**src/rtl/mips_mem_pkg.sv**
```systemverilog
// Shared types and constants for the mips_mem memory responder and loader.
// Optional feature macro: LOAD_SUM_EN (adds the ld_sum checksum output).
package mips_mem_pkg;

   localparam int unsigned BYTE_W  = 8;
   localparam int unsigned WORD_W  = 32;
   localparam int unsigned IMEM_AW = 6;

   typedef enum logic [1:0] {
      LD_LOAD,
      LD_ZERO,
      LD_RUN
   } ld_state_e;

   // Big-endian lane placement: byte 0 of a word lands in [31:24].
   function automatic logic [WORD_W-1:0] place_byte(input logic [1:0]        pos,
                                                    input logic [BYTE_W-1:0] b);
      logic [WORD_W-1:0] w;
      case (pos)
         2'd0:    w = {b, 24'h000000};
         2'd1:    w = {8'h00, b, 16'h0000};
         2'd2:    w = {16'h0000, b, 8'h00};
         default: w = {24'h000000, b};
      endcase
      return w;
   endfunction

endpackage

```
**src/rtl/mips_mem_loader.sv**
```systemverilog
// Program loader: packs the byte stream into imem words, zero-fills the tail
// and holds the core in reset until done. LOAD_SUM_EN adds ld_sum.
module mips_mem_loader
   import mips_mem_pkg::*;
#(
   parameter int unsigned IMEM_WORDS = 64
) (
   input  logic                clk,
   input  logic                rst_n,
   input  logic                ld_valid,
   input  logic [BYTE_W-1:0]   ld_data,
   input  logic                ld_last,
   output logic                ld_ready,
   output logic                imem_we,
   output logic [IMEM_AW-1:0]  imem_idx,
   output logic [WORD_W-1:0]   imem_wdata,
   output logic                core_rst,
   output logic                ld_done
`ifdef LOAD_SUM_EN
   ,
   output logic [BYTE_W-1:0]   ld_sum
`endif
);

   localparam int unsigned CNT_W = $clog2(4 * IMEM_WORDS);

   ld_state_e          state_q, state_d;
   logic [CNT_W-1:0]   byte_cnt_q, byte_cnt_d;
   logic [IMEM_AW-1:0] word_idx_q, word_idx_d;
   logic [WORD_W-1:0]  word_buf_q, word_buf_d;
`ifdef LOAD_SUM_EN
   logic [BYTE_W-1:0]  sum_q, sum_d;
`endif

   logic               hs;
   logic               last_eff;
   logic               word_full;
   logic               idx_max;
   logic [WORD_W-1:0]  merged;

   always_comb begin
      ld_ready   = rst_n && (state_q == LD_LOAD);
      hs         = ld_valid && ld_ready;
      last_eff   = ld_last || (byte_cnt_q == CNT_W'(4 * IMEM_WORDS - 1));
      word_full  = (byte_cnt_q[1:0] == 2'd3);
      idx_max    = (word_idx_q == IMEM_AW'(IMEM_WORDS - 1));
      // Held bytes sit in the upper lanes with zeros below, so a short final
      // word comes out already padded.
      merged     = word_buf_q | place_byte(byte_cnt_q[1:0], ld_data);

      state_d    = state_q;
      byte_cnt_d = byte_cnt_q;
      word_idx_d = word_idx_q;
      word_buf_d = word_buf_q;
      imem_we    = 1'b0;
      imem_wdata = '0;
`ifdef LOAD_SUM_EN
      sum_d      = sum_q;
`endif

      case (state_q)
         LD_LOAD: begin
            if (hs) begin
               byte_cnt_d = byte_cnt_q + CNT_W'(1);
`ifdef LOAD_SUM_EN
               sum_d      = sum_q + ld_data;
`endif
               if (word_full || last_eff) begin
                  imem_we    = 1'b1;
                  imem_wdata = merged;
                  word_buf_d = '0;
                  word_idx_d = word_idx_q + IMEM_AW'(1);
                  if (last_eff) begin
                     state_d = idx_max ? LD_RUN : LD_ZERO;
                  end
               end else begin
                  word_buf_d = merged;
               end
            end
         end
         LD_ZERO: begin
            imem_we    = 1'b1;
            word_idx_d = word_idx_q + IMEM_AW'(1);
            if (idx_max) begin
               state_d = LD_RUN;
            end
         end
         default: ;
      endcase

      imem_we  = imem_we && rst_n;
      imem_idx = word_idx_q;
      core_rst = !rst_n || (state_q != LD_RUN);
      ld_done  = rst_n && (state_q == LD_RUN);
   end

   always_ff @(posedge clk) begin
      if (!rst_n) begin
         state_q    <= LD_LOAD;
         byte_cnt_q <= '0;
         word_idx_q <= '0;
         word_buf_q <= '0;
      end else begin
         state_q    <= state_d;
         byte_cnt_q <= byte_cnt_d;
         word_idx_q <= word_idx_d;
         word_buf_q <= word_buf_d;
      end
   end

`ifdef LOAD_SUM_EN
   always_ff @(posedge clk) begin
      if (!rst_n) begin
         sum_q <= '0;
      end else begin
         sum_q <= sum_d;
      end
   end

   assign ld_sum = sum_q;
`endif

endmodule

```
**src/rtl/mips_mem.sv**
```systemverilog
// Memory side of the mips core: imem/dmem arrays with registered reads plus
// the boot loader. LOAD_SUM_EN exposes the loader byte checksum on ld_sum.
module mips_mem
   import mips_mem_pkg::*;
#(
   parameter int unsigned IMEM_WORDS = 64,
   parameter int unsigned DMEM_BYTES = 256
) (
   input  logic              clk,
   input  logic              rst_n,
   input  logic [7:0]        mem_i_addr,
   output logic [31:0]       mem_i,
   input  logic [7:0]        mem_rw_addr,
   output logic [7:0]        mem_r,
   input  logic [7:0]        mem_w,
   input  logic              mem_w_en,
   input  logic              ld_valid,
   input  logic [7:0]        ld_data,
   input  logic              ld_last,
   output logic              ld_ready,
   output logic              core_rst,
   output logic              ld_done
`ifdef LOAD_SUM_EN
   ,
   output logic [7:0]        ld_sum
`endif
);

   logic [WORD_W-1:0] imem [IMEM_WORDS];
   logic [BYTE_W-1:0] dmem [DMEM_BYTES];

   logic               imem_we;
   logic [IMEM_AW-1:0] imem_idx;
   logic [WORD_W-1:0]  imem_wdata;

   logic [WORD_W-1:0]  mem_i_q, mem_i_d;
   logic [BYTE_W-1:0]  mem_r_q, mem_r_d;
   logic [1:0]         unused_addr_bits;

   mips_mem_loader #(
      .IMEM_WORDS (IMEM_WORDS)
   ) u_loader (
      .clk        (clk),
      .rst_n      (rst_n),
      .ld_valid   (ld_valid),
      .ld_data    (ld_data),
      .ld_last    (ld_last),
      .ld_ready   (ld_ready),
      .imem_we    (imem_we),
      .imem_idx   (imem_idx),
      .imem_wdata (imem_wdata),
      .core_rst   (core_rst),
      .ld_done    (ld_done)
`ifdef LOAD_SUM_EN
      ,
      .ld_sum     (ld_sum)
`endif
   );

   assign unused_addr_bits = mem_i_addr[1:0];

   always_comb begin
      mem_i_d = ld_done ? imem[mem_i_addr[7:2]] : '0;
      mem_r_d = dmem[mem_rw_addr];
   end

   always_ff @(posedge clk) begin
      if (!rst_n) begin
         mem_i_q <= '0;
         mem_r_q <= '0;
      end else begin
         mem_i_q <= mem_i_d;
         mem_r_q <= mem_r_d;
      end
   end

   // Arrays carry no reset: dmem must survive a reboot of the core.
   always_ff @(posedge clk) begin
      if (imem_we) begin
         imem[imem_idx] <= imem_wdata;
      end
   end

   always_ff @(posedge clk) begin
      if (mem_w_en && ld_done) begin
         dmem[mem_rw_addr] <= mem_w;
      end
   end

   assign mem_i = mem_i_q;
   assign mem_r = mem_r_q;

endmodule

```
**config.mk**
```make
export PLATFORM = sky130hd
export DESIGN_NAME = mips_mem
export DESIGN_NICKNAME = d
export VERILOG_FILES = /design/src/rtl/mips_mem_pkg.sv /design/src/rtl/mips_mem_loader.sv /design/src/rtl/mips_mem.sv
export SDC_FILE = /design/constraint.sdc
export NUM_CORES = 2
export LEC_CHECK = 0
export CELL_PAD_IN_SITES_DETAIL_PLACEMENT = 2
export CELL_PAD_IN_SITES_GLOBAL_PLACEMENT = 2
export CORE_AREA = 2 2 681 954
export DETAILED_ROUTE_END_ITERATION = 12
export DIE_AREA = 0 0 683 956
export PLACE_DENSITY_LB_ADDON = 0.1
export SLEW_MARGIN = 15
export SYNTH_ARGS = -nofsm -noshare
export SYNTH_HDL_FRONTEND = slang
export SYNTH_SLANG_ARGS = --single-unit
```
**constraint.sdc**
```tcl
create_clock -name clk -period 6.6 [get_ports clk]
set_input_delay 1.98 -clock clk [delete_from_list [all_inputs] [get_ports clk]]
set_output_delay 1.98 -clock clk [all_outputs]
set_load 0.03 [all_outputs]
```
==> flow_metrics.tcl <==
set metrics [dict create \
    post-synth-top-area-fraction 0.7662 \
    cts_hold_buf 0 \
    cts.reportedPaths.clkPinSlew_ns 0.06 \
    core_area_um2 644100 \
    clock_skew_ns 0.04321 \
    syn-mean-instance-area_um2 22.06 \
    arrival_ns 3.34 \
    dr.first_iter.drc_count 4742 \
    top_level_ports 80 \
    cp-start-kind "input pin" \
    drt-wirelength-per-cell_um 30.70 \
    post-route-worst-setup-slack_ns 1.276 \
    ys_types 69 \
    worstSetupEndpointType "output port" \
    vias_per_std_cell 4.507 \
    setup_violations 0 \
    max_freq_mhz 187.8 \
    cts_inserted_buffers 455 \
    dr.pass1.iters 5 \
    slew_headroom 0.1583 \
    cts-resized-gates 0 \
    mappedNetlistNets 7320 \
    post_route_design_area_um2 191000 \
    synth.largest_area_cell "edfxtp_1" \
    drc 0 \
    synth_enable_flop_cells 4096 \
    ant_nets 0 \
    grt_max_degree 137 \
    worst_skew_pair.late_latency_ns 1.04 \
    area_growth_pct 18.96 \
    clock_path_buffers 4 \
    worstPathRequired_ns 4.62 \
    routabilityCongestion 0.7379 \
    tightest_slew_ns 1.245 \
    layout.area.seq_um2 124800 \
    synth.area.top_cells "edfxtp_1, mux4_2, mux2i_1, dfxtp_1, nor2_1" \
    synth-seq-area-share 0.7771 \
    outcome "completed" \
    fraction_of_layout_cells_with_a_size_suffix_above_1 0.2891 \
    numnets_final 7979 \
    grt_antenna_before_repair 33 \
    die_x_um 683 \
    totalWireLength_um 519500 \
    rsz0062_at_grt "false" \
    overall_global_routing_usage 0.1577 \
    yosys.cell_count.top_type "edfxtp_1" \
    detailedPlacementHpwl_um 314600 \
    nFillCells 64250 \
    cts_root_buf "clkbuf_16" \
    timing.final.crit_period_ns 5.324 \
    power_per_cell_area_nw_per_um2 296.7 \
    synth_commonest_cells "edfxtp_1, mux4_2, nor2_1" \
    power.ir.vdd_worst_mv 0.2904 \
    hold_viol_final 0 \
    syn-cell-area_um2 160500 \
    fin_setup_tns_ns 0 \
    cts_tree "built" \
    min_path_type "flip-flop to flip-flop" \
    max_cap_viol 0 \
    grt_remaining_overflow 0 \
    clock_tree.htree_level_count 5 \
    synth-async-reset-ratio 0 \
    fp-row-count 349 \
    multi_input_comb_area_um2 34560 \
    place_ws_ns 0.3833 \
    crit_fanout 12 \
    postSynth.topFlopCell "edfxtp_1" \
    numPortBuffers 77 \
    area_enclosed_by_the_die_boundary_um2 652900 \
    global_route_wire_length_before_repair_um 721100 \
    initial_utilization 0.2492 \
    fp.dieH_um 956 \
    design_power_total_mw 56.67 \
    grt_pass1_vias 86333 \
    synth_cells 7277 \
    post_cts.repair.setup_buffers 0 \
    synth.yosys.warnings 0 \
    period_share 0.8067 \
    timing_worst_setup_path_type "input pin to output port" \
    placed_cell_area_um2 176400 \
    routed-via-count 76265 \
    timing_max_transition_violations_final 0 \
    tritoncts_num_sinks 4184 \
    synth.ff_latch_count 4184 \
    leakage_nw 61.26 \
]
==> critical path, cell delays in order <==
cell             delay [ns]
buf_2                  0.21
nor3b_2                0.40
clkdlybuf4s50_1        0.75
==> flip-flops by register name, summed over array words and instances, names as in the netlist <==
register and count:
u_loader.state_q 2, imem 2048, mem_r 8, dmem 2048, u_loader.byte_cnt_q 8, u_loader.word_buf_q 32
u_loader.imem_idx 6, mem_i 32
==> layer usage <==
layer	part of all wire	track usage	vias up
li1	-	-	32040
met1	0.40	0.1873	42624
met4	0.022	0.03451	2
met3	0.025	0.01644	556
met5	0.000025	0	-
met2	0.56	0.3028	1043
==> kinds of logic (layout without fill, tap and decap cells) <==
family                   after synthesis  count (layout)  share of synthesized area
buffers and inverters                442            1476                    0.01277
AND/OR/NAND/NOR                      755             755                    0.02104
AO/OA/AOI/OAI                        517             517                    0.02223
multiplexers                        1364            1364                     0.1659
flip-flops                          4184            4184                     0.7771
adder cells (fa/ha/maj)                6               6                  0.0004676
XOR/XNOR                               9               9                  0.0004910
other                                  0              11                          0
==> layout by cell type, fill, tap and decap left out, types with 39 or more instances in the layout <==
master	count
edfxtp_1	4096
mux4_2	1034
clkbuf_16	464
buf_4	456
nor2_1	325
mux2i_1	302
a22oi_1	150
a21oi_1	125
clkbuf_1	115
buf_12	104
nor2_4	98
nand2_1	95
dfxtp_1	88
clkinv_1	87
clkinv_2	76
clkdlybuf4s50_1	55
o22ai_1	45
nand3_1	42
a211oi_1	40
bufinv_16	39
==> area by class of cell <==
type                    instances  area share
clock buffers                 589     0.06378
inverters                       8   0.0001572
diodes                         11   0.0001441
well taps                    8599     0.05634
flip-flops and latches       4184      0.6533
clock inverters               243     0.01217
repair buffers                636     0.03317
multi-input cells            2651      0.1810
==> power by group <==
part / switching (mW) / leakage, nW / internal [mW] / total (mW)
sequential: 0.0211 / 40.3 / 29.0 / 29.0
clock: 10.8 / 7.07 / 14.5 / 25.3
combinational: 1.52 / 13.9 / 0.829 / 2.35
==> through the flow <==
stage	hold slack, ns	util	cells
after floorplan	0.4375	-	7277
after global placement	0.4499	0.2739	16076
after detailed placement	0.4585	0.2739	16076
after CTS	0.4766	0.2964	16908
after global routing	0.4968	0.2965	16911
final	0.4738	0.2965	16921
==> final timing paths <==
kind	start	to	slack, ns	cells after the start
worst max-delay path	rst_n	ld_ready	1.28	3
worst min-delay path	u_loader.word_buf_q[24]	u_loader.word_buf_q[24]	0.47	2
worst max register to register	u_loader.state_q[1]	dmem[85][0]	2.18	7
worst min register to register	u_loader.word_buf_q[24]	u_loader.word_buf_q[24]	0.47	2
Power figures use the tool's default switching activity.
